File: src/rtl/magazine_ctrl.sv
// ---------------------------------------------------------------------------
// magazine_ctrl
//
// Ammunition magazine controller for the light-gun game. It tracks how many
// rounds are left and enforces a lockout after every shot. It also inserts
// rounds one at a time while the player holds the magazine in reload.
//
// Parameters
//   MAG_SIZE         magazine capacity in rounds (1..7)
//   COOLDOWN_CYCLES  post-shot lockout length in clk cycles (>=1)
//   RELOAD_CYCLES    time to insert one round in clk cycles (>=1)
//
// Ports
//   clk                  in   system clock, rising edge
//   rst                  in   synchronous active-high reset
//   game_enable          in   gameplay active (low = menu / idle screen)
//   round_start          in   one-cycle pulse starting a new duck round
//   trigger              in   fire-button level, synchronous to clk
//   reload_btn           in   reload-button level, synchronous to clk
//   bullets_in_magazine  out  rounds remaining (0..MAG_SIZE)
//   shot_fired           out  one-cycle pulse per accepted shot
//   dry_fire             out  one-cycle pulse per press on an empty magazine
//   reloading            out  high while reloading
//   ready                out  high when able to fire (READY with rounds left)
//
// All outputs are registered. A button press sampled at a clock edge shows
// its effect on the outputs directly after that same edge.
// ---------------------------------------------------------------------------
module magazine_ctrl #(
  parameter int MAG_SIZE        = 3,
  parameter int COOLDOWN_CYCLES = 6_500_000,
  parameter int RELOAD_CYCLES   = 32_500_000
) (
  input  logic       clk,
  input  logic       rst,
  input  logic       game_enable,
  input  logic       round_start,
  input  logic       trigger,
  input  logic       reload_btn,
  output logic [2:0] bullets_in_magazine,
  output logic       shot_fired,
  output logic       dry_fire,
  output logic       reloading,
  output logic       ready
);

  // The shared down-counter only ever holds a value of at most
  // max(COOLDOWN_CYCLES, RELOAD_CYCLES) - 1.
  localparam int CNT_MAX = (COOLDOWN_CYCLES > RELOAD_CYCLES) ?
                           COOLDOWN_CYCLES : RELOAD_CYCLES;
  localparam int CNT_W   = (CNT_MAX > 1) ? $clog2(CNT_MAX) : 1;

  localparam logic [2:0]       MAG_FULL    = 3'(MAG_SIZE);
  localparam logic [CNT_W-1:0] COOL_LOAD   = CNT_W'(COOLDOWN_CYCLES - 1);
  localparam logic [CNT_W-1:0] RELOAD_LOAD = CNT_W'(RELOAD_CYCLES - 1);

  typedef enum logic [1:0] {
    S_DISABLED = 2'd0,
    S_READY    = 2'd1,
    S_COOLDOWN = 2'd2,
    S_RELOAD   = 2'd3
  } state_t;

  state_t           state_q, state_d;
  logic [2:0]       count_q, count_d;
  logic [CNT_W-1:0] timer_q, timer_d;

  // Button history: the level seen at the previous clock edge.
  logic             trig_q;
  logic             reload_q;

  logic             shot_d;
  logic             dry_d;
  logic             shot_q;
  logic             dry_q;
  logic             reloading_q;
  logic             ready_q;

  logic             trig_press;
  logic             reload_press;
  logic             have_round;
  logic             timer_done;
  logic [2:0]       count_inc;

  assign trig_press   = trigger    & ~trig_q;
  assign reload_press = reload_btn & ~reload_q;
  assign have_round   = (count_q != 3'd0);
  assign timer_done   = (timer_q == '0);
  assign count_inc    = count_q + 3'd1;

  // -------------------------------------------------------------------------
  // Next-state logic. Precedence: game_enable low, then round_start, then
  // the per-state button handling.
  // -------------------------------------------------------------------------
  always_comb begin
    state_d = state_q;
    count_d = count_q;
    timer_d = timer_q;
    shot_d  = 1'b0;
    dry_d   = 1'b0;

    if (!game_enable) begin
      state_d = S_DISABLED;
      count_d = MAG_FULL;
      timer_d = '0;
    end else if (round_start) begin
      // A new duck round refills the magazine and drops any lockout/reload.
      state_d = S_READY;
      count_d = MAG_FULL;
      timer_d = '0;
    end else begin
      case (state_q)
        S_DISABLED: begin
          state_d = S_READY;
        end

        S_READY: begin
          // Trigger wins over a simultaneous reload press.
          if (trig_press) begin
            if (have_round) begin
              shot_d  = 1'b1;
              count_d = count_q - 3'd1;
              timer_d = COOL_LOAD;
              state_d = S_COOLDOWN;
            end else begin
              dry_d = 1'b1;
            end
          end else if (reload_press && (count_q < MAG_FULL)) begin
            timer_d = RELOAD_LOAD;
            state_d = S_RELOAD;
          end
        end

        S_COOLDOWN: begin
          // Buttons are ignored. The counter is loaded with N-1, so the
          // lockout lasts exactly N cycles including the zero cycle.
          if (timer_done) begin
            state_d = S_READY;
          end else begin
            timer_d = timer_q - 1'b1;
          end
        end

        S_RELOAD: begin
          if (trig_press && have_round) begin
            // Abort the reload and fire. A round that would have finished
            // on this very cycle is lost along with the partial one.
            shot_d  = 1'b1;
            count_d = count_q - 3'd1;
            timer_d = COOL_LOAD;
            state_d = S_COOLDOWN;
          end else begin
            // Only reachable with an empty magazine when trig_press is set.
            dry_d = trig_press;
            if (timer_done) begin
              count_d = count_inc;
              if (count_inc == MAG_FULL) begin
                state_d = S_READY;
              end else begin
                timer_d = RELOAD_LOAD;
              end
            end else begin
              timer_d = timer_q - 1'b1;
            end
          end
        end

        default: begin
          state_d = S_DISABLED;
          count_d = MAG_FULL;
          timer_d = '0;
        end
      endcase
    end
  end

  // -------------------------------------------------------------------------
  // State and registered outputs. The status outputs are derived from the
  // next state, so they line up with the state register.
  // -------------------------------------------------------------------------
  always_ff @(posedge clk) begin
    if (rst) begin
      state_q     <= S_DISABLED;
      count_q     <= MAG_FULL;
      timer_q     <= '0;
      trig_q      <= 1'b0;
      reload_q    <= 1'b0;
      shot_q      <= 1'b0;
      dry_q       <= 1'b0;
      reloading_q <= 1'b0;
      ready_q     <= 1'b0;
    end else begin
      state_q     <= state_d;
      count_q     <= count_d;
      timer_q     <= timer_d;
      trig_q      <= trigger;
      reload_q    <= reload_btn;
      shot_q      <= shot_d;
      dry_q       <= dry_d;
      reloading_q <= (state_d == S_RELOAD);
      ready_q     <= (state_d == S_READY) && (count_d != 3'd0);
    end
  end

  assign bullets_in_magazine = count_q;
  assign shot_fired          = shot_q;
  assign dry_fire            = dry_q;
  assign reloading           = reloading_q;
  assign ready               = ready_q;

endmodule

File: config.mk
export PLATFORM = sky130hd
export DESIGN_NAME = magazine_ctrl
export DESIGN_NICKNAME = d
export VERILOG_FILES = /design/src/rtl/magazine_ctrl.sv
export SDC_FILE = /design/constraint.sdc
export NUM_CORES = 1
export LEC_CHECK = 0
export ABC_AREA = 1
export CORE_AREA = 10 10 114 116
export DETAILED_ROUTE_END_ITERATION = 6
export DIE_AREA = 0 0 124 126
export HOLD_SLACK_MARGIN = 0.03
export PLACE_DENSITY_LB_ADDON = 0.08
export SLEW_MARGIN = 20
export SYNTH_ARGS = -nofsm -noshare
export SYNTH_HDL_FRONTEND = slang
export SYNTH_SLANG_ARGS = --single-unit
File: constraint.sdc
create_clock -name clk -period 2.4 [get_ports clk]
set_input_delay 0.48 -clock clk [delete_from_list [all_inputs] [get_ports clk]]
set_output_delay 0.48 -clock clk [all_outputs]
set_load 0.02 [all_outputs]
== Word-level counts from Yosys, hierarchy flattened ==
Cells that the tools add are included.

* Register bits: 36
* Bits of input ports: 6
* Output and inout port bits: 7
* Logic and storage cells: 71

* Add/sub/neg operators: 3
* $lt $le $gt $ge: 1
* Equality and inequality tests: 10
* Multiplexer cells: 33
* Bitwise logic cells: 5
* Reductions and logical operators: 10

{| class="wikitable"
|+ Operators with widths
! operator !! count
|-
| two-way mux 25 bit || 7
|-
| case mux 25 bit (3 select lines) || 1
|-
| zero test 25 bit || 1
|-
| subtractor 25 x 1 -> 25 bit (second input constant) || 1
|-
| two-way mux 2 bit || 9
|-
| two-way mux 3 bit || 6
|-
| nonzero test 3 bit || 3
|-
| case mux 2 bit (4 select lines) || 1
|-
| == test 2 bit (second input constant) || 3
|-
| two-way mux 1 bit || 6
|-
| inequality test 3 bit (second input constant) || 2
|-
| case mux 3 bit (2 select lines) || 1
|-
| AND reduction 5 bit || 1
|-
| == test 2 x 1 -> 1 bit (second input constant) || 2
|-
| inequality test 4 bit (second input constant) || 1
|-
| case mux 1 bit (2 select lines) || 2
|-
| adder 3 x 1 -> 3 bit (second input constant) || 1
|-
| == test 3 x 2 -> 1 bit (second input constant) || 1
|-
| logical AND 1 bit || 3
|-
| < comparator 3 x 2 -> 1 bit (second input constant) || 1
|-
| inverter 1 bit || 3
|-
| OR reduction 3 bit || 1
|-
| subtractor 3 x 1 -> 3 bit (second input constant) || 1
|-
| bitwise AND 1 bit || 2
|-
| other kinds (2) || 2
|}

== Logic depth before layout (Yosys ltp) ==
Gate-level depths: netlist of the first run.

* Word-level depth: 10
* Mapped depth: 14

== Worst setup path after synthesis of the first run ==
No wires, ideal clock.

* Path type: register to register
* Start: reg count_q[0] (netlist: bullets_in_magazine[0])
* End: reg timer_q[12]
* Library setup time: 0.114 ns
* Arrival time: 1.882 ns
* Required time: 2.286 ns
* Slack: 0.404 ns
* Stages on the path, launching flop included: 12
* Path buffers: 1
* Cell sequence: dfxtp_1 inv_1 ha_1 nand2_1 nand2_1 buf_4 nor2_1 nor2_1 o21ai_1 nand2_2 nand2_2 nor2_1

* Longest elaborated chain between the ends: 4

{| class="wikitable"
|+ Ends and longest elaborated chain
! what !! line !! text
|-
| start: declaration || 65 || <nowiki>logic [2:0] count_q, count_d;</nowiki>
|-
| start signal: assignment || 194 || <nowiki>count_q <= count_d;</nowiki>
|-
| adder 3 x 1 -> 3 bit, or another cell as far along || 89 || <nowiki>assign count_inc = count_q + 3'd1;</nowiki>
|-
| == test 3 x 2 -> 1 bit, or another cell as far along || 157 || <nowiki>if (count_inc == MAG_FULL) begin</nowiki>
|-
| inequality test 4 bit (no line), or another cell as far along || -- ||
|-
| AND reduction 5 bit (no line) or case mux 25 bit (3 select lines) (tied branches) || -- ||
|-
| end signal: assignment || 195 || <nowiki>timer_q <= timer_d;</nowiki>
|-
| end: declaration || 66 || <nowiki>logic [CNT_W-1:0] timer_q, timer_d;</nowiki>
|}

Several ways; a longest one is shown, not always the timed one.
A chain may end at the register's enable or synchronous reset.

== Worst setup path in the final report of the first run ==
* Start: in trigger
* End: reg timer_q[12]

* Longest elaborated chain between the ends: 4

{| class="wikitable"
|+ Ends and longest elaborated chain
! what !! line !! text
|-
| start: declaration || 38 || <nowiki>input logic trigger,</nowiki>
|-
| bitwise AND 1 bit * || 85 || <nowiki>assign trig_press = trigger & ~trig_q;</nowiki>
|-
| logical AND 1 bit || 145 || <nowiki>if (trig_press && have_round) begin</nowiki>
|-
| inequality test 4 bit (no line) or two-way mux 25 bit (tied branches) || -- ||
|-
| AND reduction 5 bit (no line) or case mux 25 bit (3 select lines) (tied branches) || -- ||
|}

Every way passes the cells marked *; elsewhere a longest branch is shown, timed or not.

==> results of run 1 <==
## layout by cell type, fill, tap and decap left out, types with 3 or more instances in the layout
master / instances
nand2_1: 80
nand4_1: 8
ha_1: 5
xor2_1: 11
clkbuf_8: 7
xnor2_1: 4
nor2_2: 4
o21ai_1: 12
nor3_1: 10
nand3_1: 18
nand2_2: 7
a21oi_1: 20
buf_4: 27
dfxtp_1: 36
o21ai_0: 10
nand2_4: 3
inv_1: 43
clkdlybuf4s50_1: 12
nor2_1: 71
nor2_4: 3
o211ai_1: 7
## how the worst max path moves through the flow
stage	startpoint	endpoint	slack, ns	cells past startpoint
6_report	trigger	timer_q[12]$_SDFFE_PP0P_	0.29	12
2_1_floorplan	bullets_in_magazine[0]$_SDFF_PP1_	timer_q[12]$_SDFFE_PP0P_	0.40	11
5_1_grt	trigger	timer_q[6]$_SDFFE_PP0P_	0.04	10
4_1_cts	timer_q[0]$_SDFFE_PP0P_	timer_q[12]$_SDFFE_PP0P_	0.28	10
3_5_place_dp	trigger	timer_q[20]$_SDFFE_PP0P_	-0.03	10
3_3_place_gp	trigger	timer_q[6]$_SDFFE_PP0P_	-0.06	10
## registers in the layout (all words and copies together), names as in the netlist
| signal | flops |
|---|---|
| reload_q | 1 |
| trig_q | 1 |
| dry_fire | 1 |
| state_q | 2 |
| ready | 1 |
| shot_fired | 1 |
| reloading | 1 |
| bullets_in_magazine | 3 |
| timer_q | 25 |
## metal layers
layer | routed length [µm] | up-vias
met1 | 4020 | 1097
met3 | 235 | 4
li1 | - | 1284
met5 | 0 | -
met4 | 78 | 0
met2 | 3450 | 27
## stage by stage
stage	cell area (µm²)	utilization	total power, mW
after floorplan	2410	-	0.814
after global placement	2880	0.269	0.916
after detailed placement	2880	0.269	0.913
after CTS	2980	0.278	1.42
after global routing	2980	0.278	1.49
final	2980	0.278	1.40
## cell families (layout without fill, tap and decap cells)
family          count (synthesis)  count (layout)
fa+ha+maj                       5               5
simple gates                  213             213
xor+xnor                       15              15
buf+inv                        53              94
flops                          36              36
compound gates                 53              53
## power by group through the flow
stage / Sequential [mW] / Combinational, mW / Clock (mW)
floorplan: 0.630 / 0.183 / 0
global placement: 0.629 / 0.287 / 0
detailed placement: 0.629 / 0.284 / 0
CTS: 0.615 / 0.286 / 0.518
global route: 0.617 / 0.321 / 0.548
finish: 0.615 / 0.284 / 0.496
## cell type report
class | instances | area (µm²) | area share
multi-input cells | 286 | 1470 | 0.492
well taps | 140 | 175 | 0.0588
inverters | 47 | 176 | 0.0593
clock buffers | 7 | 96.3 | 0.0324
flip-flops and latches | 36 | 721 | 0.242
repair buffers | 40 | 343 | 0.115
==> impl_metrics.csv, run 1 <==
group,metric,value,unit
synthesis,synthTopCellsByCount,"80 x nand2_1, 71 x nor2_1, 43 x inv_1",
sta,clock-skew-final,0.0118,ns
synthesis,synthTopCellsByArea,"dfxtp_1 30%, nand2_1 12%, nor2_1 11%",
synthesis,yosysMostFrequentCell,"nand2_1",
sta,report.final.slew_viol_count,0,
cts,cts-root-buf,"clkbuf_8",
synthesis,synth_area,2410,µm²
cts,clk_pin_slew,0.08,ns
cts,cts_resized,0,
cts,cts_sinks,36,
worst_setup_path,cpMostUsedCell,"nand2_4",
run,max_cap_violations,0,
outcome,outcome,"finished, final reports clean",
sta,maxSlewHeadroom,0.661,
synthesis,synth_compound_area_frac,0.121,
grt,grt_pass1_wl,13000,µm
route,drt_wl_total,7790,µm
synthesis,synth.area.mux_share,0,
finish,fin_cells,556,
power,power.internal,0.970,mW
synthesis,synthAdderAreaFrac,0.0259,
synthesis,synth_top_family_by_area,"simple AND/OR/NAND/NOR gates",
sta,hold_ws,0.463,ns
power,seq_power_share,0.441,
worst_setup_path,worstPathArrival,2.35,ns
worst_setup_path,crit_type,"primary input to register",
finish,fin_nets,427,
synthesis,synth_seq_cells,36,
worst_setup_path,r2r_slack,0.30,ns
worst_setup_path,cp_max_fo,15,
synthesis,synth-simple-area-share,0.406,
grt,gr-total-overflow,0,
worst_setup_path,cp-end-kind,"register",
power,combPwrFrac,0.204,
worst_setup_path,path_buf_inv,3,
cts,numCtsBuffers,5,
synthesis,synthFlopType,"dfxtp_1",
sta,setup_ws,0.288,ns
route,drt_iter0_drc,134,
sta,finalSetupViolations,0,
power,p_leak,1.41,nW
floorplan,die_y,126,µm
floorplan,fp.dieArea,15600,µm²
placed_design,gp_congestion,0.797,
finish,nFillCells,1213,
grt,met2_usage,0.158,
sta,period_needed,2.11,ns
worst_setup_path,critical_path.cell_chain,"clkdlybuf4s50_1 > inv_1 > nor2_1 > nand2_1 > buf_4 > nand2_4 > nor2_4 > nand2_4 > nand2_4 > o21ai_0 > nand2_1 > nor2_1",
route,drc,0,
grt,grt_usage,0.106,
cts,cts_setup_buffers,0,
synthesis,synth_warnings,0,
sta,grt_setup_unrepaired,"no",
worst_setup_path,critical-path-top-delay-family,"simple AND/OR/NAND/NOR gates",
floorplan,dieWidth,124,µm
route,via_per_inst,4.34,
route,avgRoutedWirePerCell,14.0,µm
floorplan,start_util,0.225,
sta,max_freq,0.474,GHz
synthesis,synthXorXnorAreaFrac,0.0545,
placed_design,place_inst,549,
finish,antennaDiodeCount,0,
synthesis,ys_seq_area_frac,0.299,
route,antenna_left,0,
worst_setup_path,r2r_end,"timer_q[21]$_SDFFE_PP0P_",
worst_setup_path,worstPathRequired,2.64,ns
placed_design,post-place-ws,-0.0282,ns
power,p_sw_frac,0.305,
grt,grt_max_degree,17,
route,drtPass1Iterations,4,
hold_path,hold_end,"timer_q[0]$_SDFFE_PP0P_",
grt,grtUsageMet3,0.0188,
power,powerDensity,469,nW/µm²
cts,insertion_delay,0.30,ns
grt,use_met1,0.149,
placed_design,dp_hpwl,6120,µm
power,p_sw,0.425,mW
floorplan,core,10700,µm²
worst_setup_path,r2r_cells,9,
cts,htree_levels,2,
cts,cts_tree,"yes",
worst_setup_path,cp_slowest_cell,"clkdlybuf4s50_1",
placed_design,port_buffers,12,
grt,antenna_found_initial,0,
floorplan,ioPinCount,13,
sta,setup-tns-final,0,ns
sta,final.period_utilization,0.880,
synthesis,synth_edf_count,0,
grt,grt_pass1_vias,2362,
synthesis,yosys.area.top_type,"dfxtp_1",
sta,hold_violations,0,
worst_setup_path,slowest_delay,0.45,ns
hold_path,hold_depth,1,
finish,drive_above_1_share,0.144,
synthesis,syn_nets,386,
worst_setup_path,r2r_start,"timer_q[4]$_SDFFE_PP0P_",
synthesis,async_reset_ff_frac,0,
synthesis,synth_cells,375,
grt,grt_busiest_layer,"met2",
synthesis,synth.distinct_cells,35,
route,vias,2412,
worst_setup_path,startpoint_type,"primary input",
floorplan,rows,38,
synthesis,syn_avg_cell_area,6.43,µm²
sta,tightest_slew,0.507,ns
finish,synthToLayoutAreaGrowth,23.4,%
hold_path,hold_class,"register to register",
cts,clock_path_buffers,2,
power,clkPwrFrac,0.356,
synthesis,synth_top_area_frac,0.299,
cts,holdBufCountCts,0,
power,peakVddDrop,0.194,mV
hold_path,min-delay-start,"timer_q[0]$_SDFFE_PP0P_",
No activity file was read; power rests on OpenSTA's default activity.
==> inputs of run 2 (changes only) <==
CORE_AREA = 10 10 76 78   (was 10 10 114 116)
DIE_AREA = 0 0 86 88   (was 0 0 124 126)
GPL_TIMING_DRIVEN = 0   (was not set)
==> run 2 against run 1 <==
Largest cell class unchanged. Routed wire length fell by 22%. Setup slack got worse by 0.096 ns. Core utilization rose by 36 points. Combinational power fell by 13%. Via count rose by 0.91%. Maximum frequency fell by 4.3%. First-iteration DRC count rose by 64%.
==> impl_metrics.csv, run 2 (synthesized netlist as in run 1, its figures left out) <==
group,metric,value,unit
worst_setup_path,startpoint_type,"primary input",
finish,nFillCells,416,
worst_setup_path,crit_start,"trigger",
sta,grt_setup_unrepaired,"no",
floorplan,fp.dieArea,7570,µm²
power,p_total,1.41,mW
grt,grt_usage,0.171,
cts,numCtsBuffers,5,
floorplan,dieWidth,86,µm
worst_setup_path,cp-endpoint,"timer_q[12]$_SDFFE_PP0P_",
floorplan,start_util,0.562,
finish,layout_common_cells,"80 x nand2_1, 68 x nor2_1, 43 x inv_1",
cts,cts_tree,"yes",
finish,drive_above_1_share,0.106,
worst_setup_path,cp-end-kind,"register",
worst_setup_path,r2r_start,"bullets_in_magazine[0]$_SDFF_PP1_",
worst_setup_path,critical_path.cell_chain,"clkdlybuf4s50_1 > inv_1 > nor2_2 > nand2_1 > buf_4 > nor2_1 > nor2_2 > o21ai_2 > nand2_2 > nand2_2 > nor2_1",
worst_setup_path,r2r_cells,11,
finish,postLayoutCellArea,2720,µm²
sta,hold_violations,0,
route,drtPass1Iterations,5,
route,via_per_inst,5.45,
worst_setup_path,r2r_end,"timer_q[12]$_SDFFE_PP0P_",
cts,clk_pin_slew,0.08,ns
worst_setup_path,cp_slowest_cell,"clkdlybuf4s50_1",
worst_setup_path,cp_max_fo,10,
placed_design,dp_hpwl,4700,µm
route,vias,2434,
power,p_leak,1.30,nW
grt,grt_max_degree,13,
power,powerDensity,520,nW/µm²
sta,maxSlewHeadroom,0.714,
outcome,outcome,"finished, final reports clean",
finish,final_common_cell,"nand2_1",
floorplan,rows,24,
power,peakVddDrop,0.408,mV
grt,antenna_found_initial,0,
worst_setup_path,path_buf_inv,3,
cts,insertion_delay,0.30,ns
sta,setup-tns-final,0,ns
route,antenna_left,0,
cts,htree_levels,2,
route,avgRoutedWirePerCell,13.6,µm
sta,tightest_slew,0.429,ns
worst_setup_path,critical-path-top-delay-family,"simple AND/OR/NAND/NOR gates",
hold_path,hold_class,"register to register",
grt,grt_pass1_wl,10600,µm
route,drc,0,
sta,final.period_utilization,0.920,
sta,period_needed,2.21,ns
worst_setup_path,crit_cells,11,
worst_setup_path,r2r_slack,0.20,ns
cts,cts_setup_buffers,0,
sta,report.final.slew_viol_count,0,
worst_setup_path,worstPathRequired,2.59,ns
finish,fin_nets,405,
route,drt_wl_total,6100,µm
floorplan,core,4290,µm²
grt,gr-total-overflow,0,
floorplan,die_y,88,µm
worst_setup_path,slowest_delay,0.45,ns
cts,cts_sinks,36,
placed_design,gp_congestion,0.872,
sta,max_freq,0.453,GHz
finish,largest_reg_flops,25,
cts,clock_path_buffers,2,
grt,grt_pass1_vias,2269,
finish,synthToLayoutAreaGrowth,12.8,%
finish,regMostFlops,"timer_q",
finish,antennaDiodeCount,0,
worst_setup_path,crit_type,"primary input to register",
placed_design,placed_area,2600,µm²
worst_setup_path,worstPathArrival,2.40,ns
route,drt_iter0_drc,220,
placed_design,port_buffers,12,
cts,cts-root-buf,"clkbuf_8",
sta,finalSetupViolations,0,
run,max_cap_violations,0,
floorplan,ioPinCount,13,
sta,clock-skew-final,0.00763,ns
-- run 2: cell types whose count changed in the layout (fill, tap and decap cells not counted) --
cell,delta
bufinv_16,+1
clkbuf_1,+1
o21ai_1,-1
nor2_1,-3
clkbuf_8,-2
nor2_2,+3
o21ai_2,+1
buf_6,+3
buf_12,-1
clkinv_2,+1
buf_2,+1
clkinvlp_4,+1
buf_4,-26
-- run 2: final cells by class --
class	instances	area, µm²	area share
multi-input combinational	286	1480	0.543
sequential	36	721	0.265
inverter	47	176	0.0649
timing repair buffer	12	120	0.0442
clock buffer	5	68.8	0.0253
tap	52	65.1	0.0239
buffer	6	50.0	0.0184
clock inverter	3	42.5	0.0156
-- run 2: report_power, final --
group | switching [mW] | internal, mW | leakage (nW)
sequential | 0.0103 | 0.606 | 0.292
clock | 0.242 | 0.308 | 0.0541
combinational | 0.161 | 0.0869 | 0.950
-- run 2: per-stage QoR --
| step | std cells | utilization | hold WS [ns] | setup slack (ns) |
|---|---|---|---|---|
| finish | 447 | 0.633 | 0.461 | 0.192 |
| detailed placement | 439 | 0.605 | 0.446 | -0.432 |
| CTS | 447 | 0.632 | 0.458 | 0.0367 |
| global route | 447 | 0.633 | 0.505 | 0.0235 |
| floorplan | 375 | - | 0.429 | 0.404 |
| global placement | 439 | 0.605 | 0.447 | -0.409 |
-- run 2: layer usage --
layer	track usage	wire, µm	vias to the layer above
met2	0.261	2580	68
li1	-	-	1239
met4	0.0659	142	0
met1	0.223	3000	1116
met5	0	0	-
met3	0.0483	375	11
-- run 2: worst register-to-register path: stages (launching register included) --
cell and delay, ns:
dfxtp_1 0.37, inv_1 0.14, ha_1 0.16, nand2_1 0.10
nand2_1 0.21, buf_4 0.23, nor2_1 0.09, nor2_2 0.26
o21ai_2 0.18, nand2_2 0.16, nand2_2 0.10, nor2_1 0.14
-- run 2: how the worst min path moves through the flow --
stage,endpoint,slack [ns],from,cells after the start
after detailed placement,timer_q[0]$_SDFFE_PP0P_,0.45,timer_q[0]$_SDFFE_PP0P_,1
after floorplan,timer_q[0]$_SDFFE_PP0P_,0.43,timer_q[0]$_SDFFE_PP0P_,1
after global routing,timer_q[0]$_SDFFE_PP0P_,0.51,timer_q[0]$_SDFFE_PP0P_,1
after CTS,timer_q[0]$_SDFFE_PP0P_,0.46,timer_q[0]$_SDFFE_PP0P_,1
after global placement,timer_q[0]$_SDFFE_PP0P_,0.45,timer_q[0]$_SDFFE_PP0P_,1
final,timer_q[0]$_SDFFE_PP0P_,0.46,timer_q[0]$_SDFFE_PP0P_,1
-- run 2: what timing repair did --
item	in CTS	in global routing
setup endpoints to repair	8	11
gates resized for setup	2	2
hold buffers	0	0
==> inputs of run 3 (changes only) <==
HOLD_SLACK_MARGIN = not set   (was 0.03)
SLEW_MARGIN = not set   (was 20)
==> results of run 3 <==
The final DEF is identical to that of run 2; final timing and power are the same.
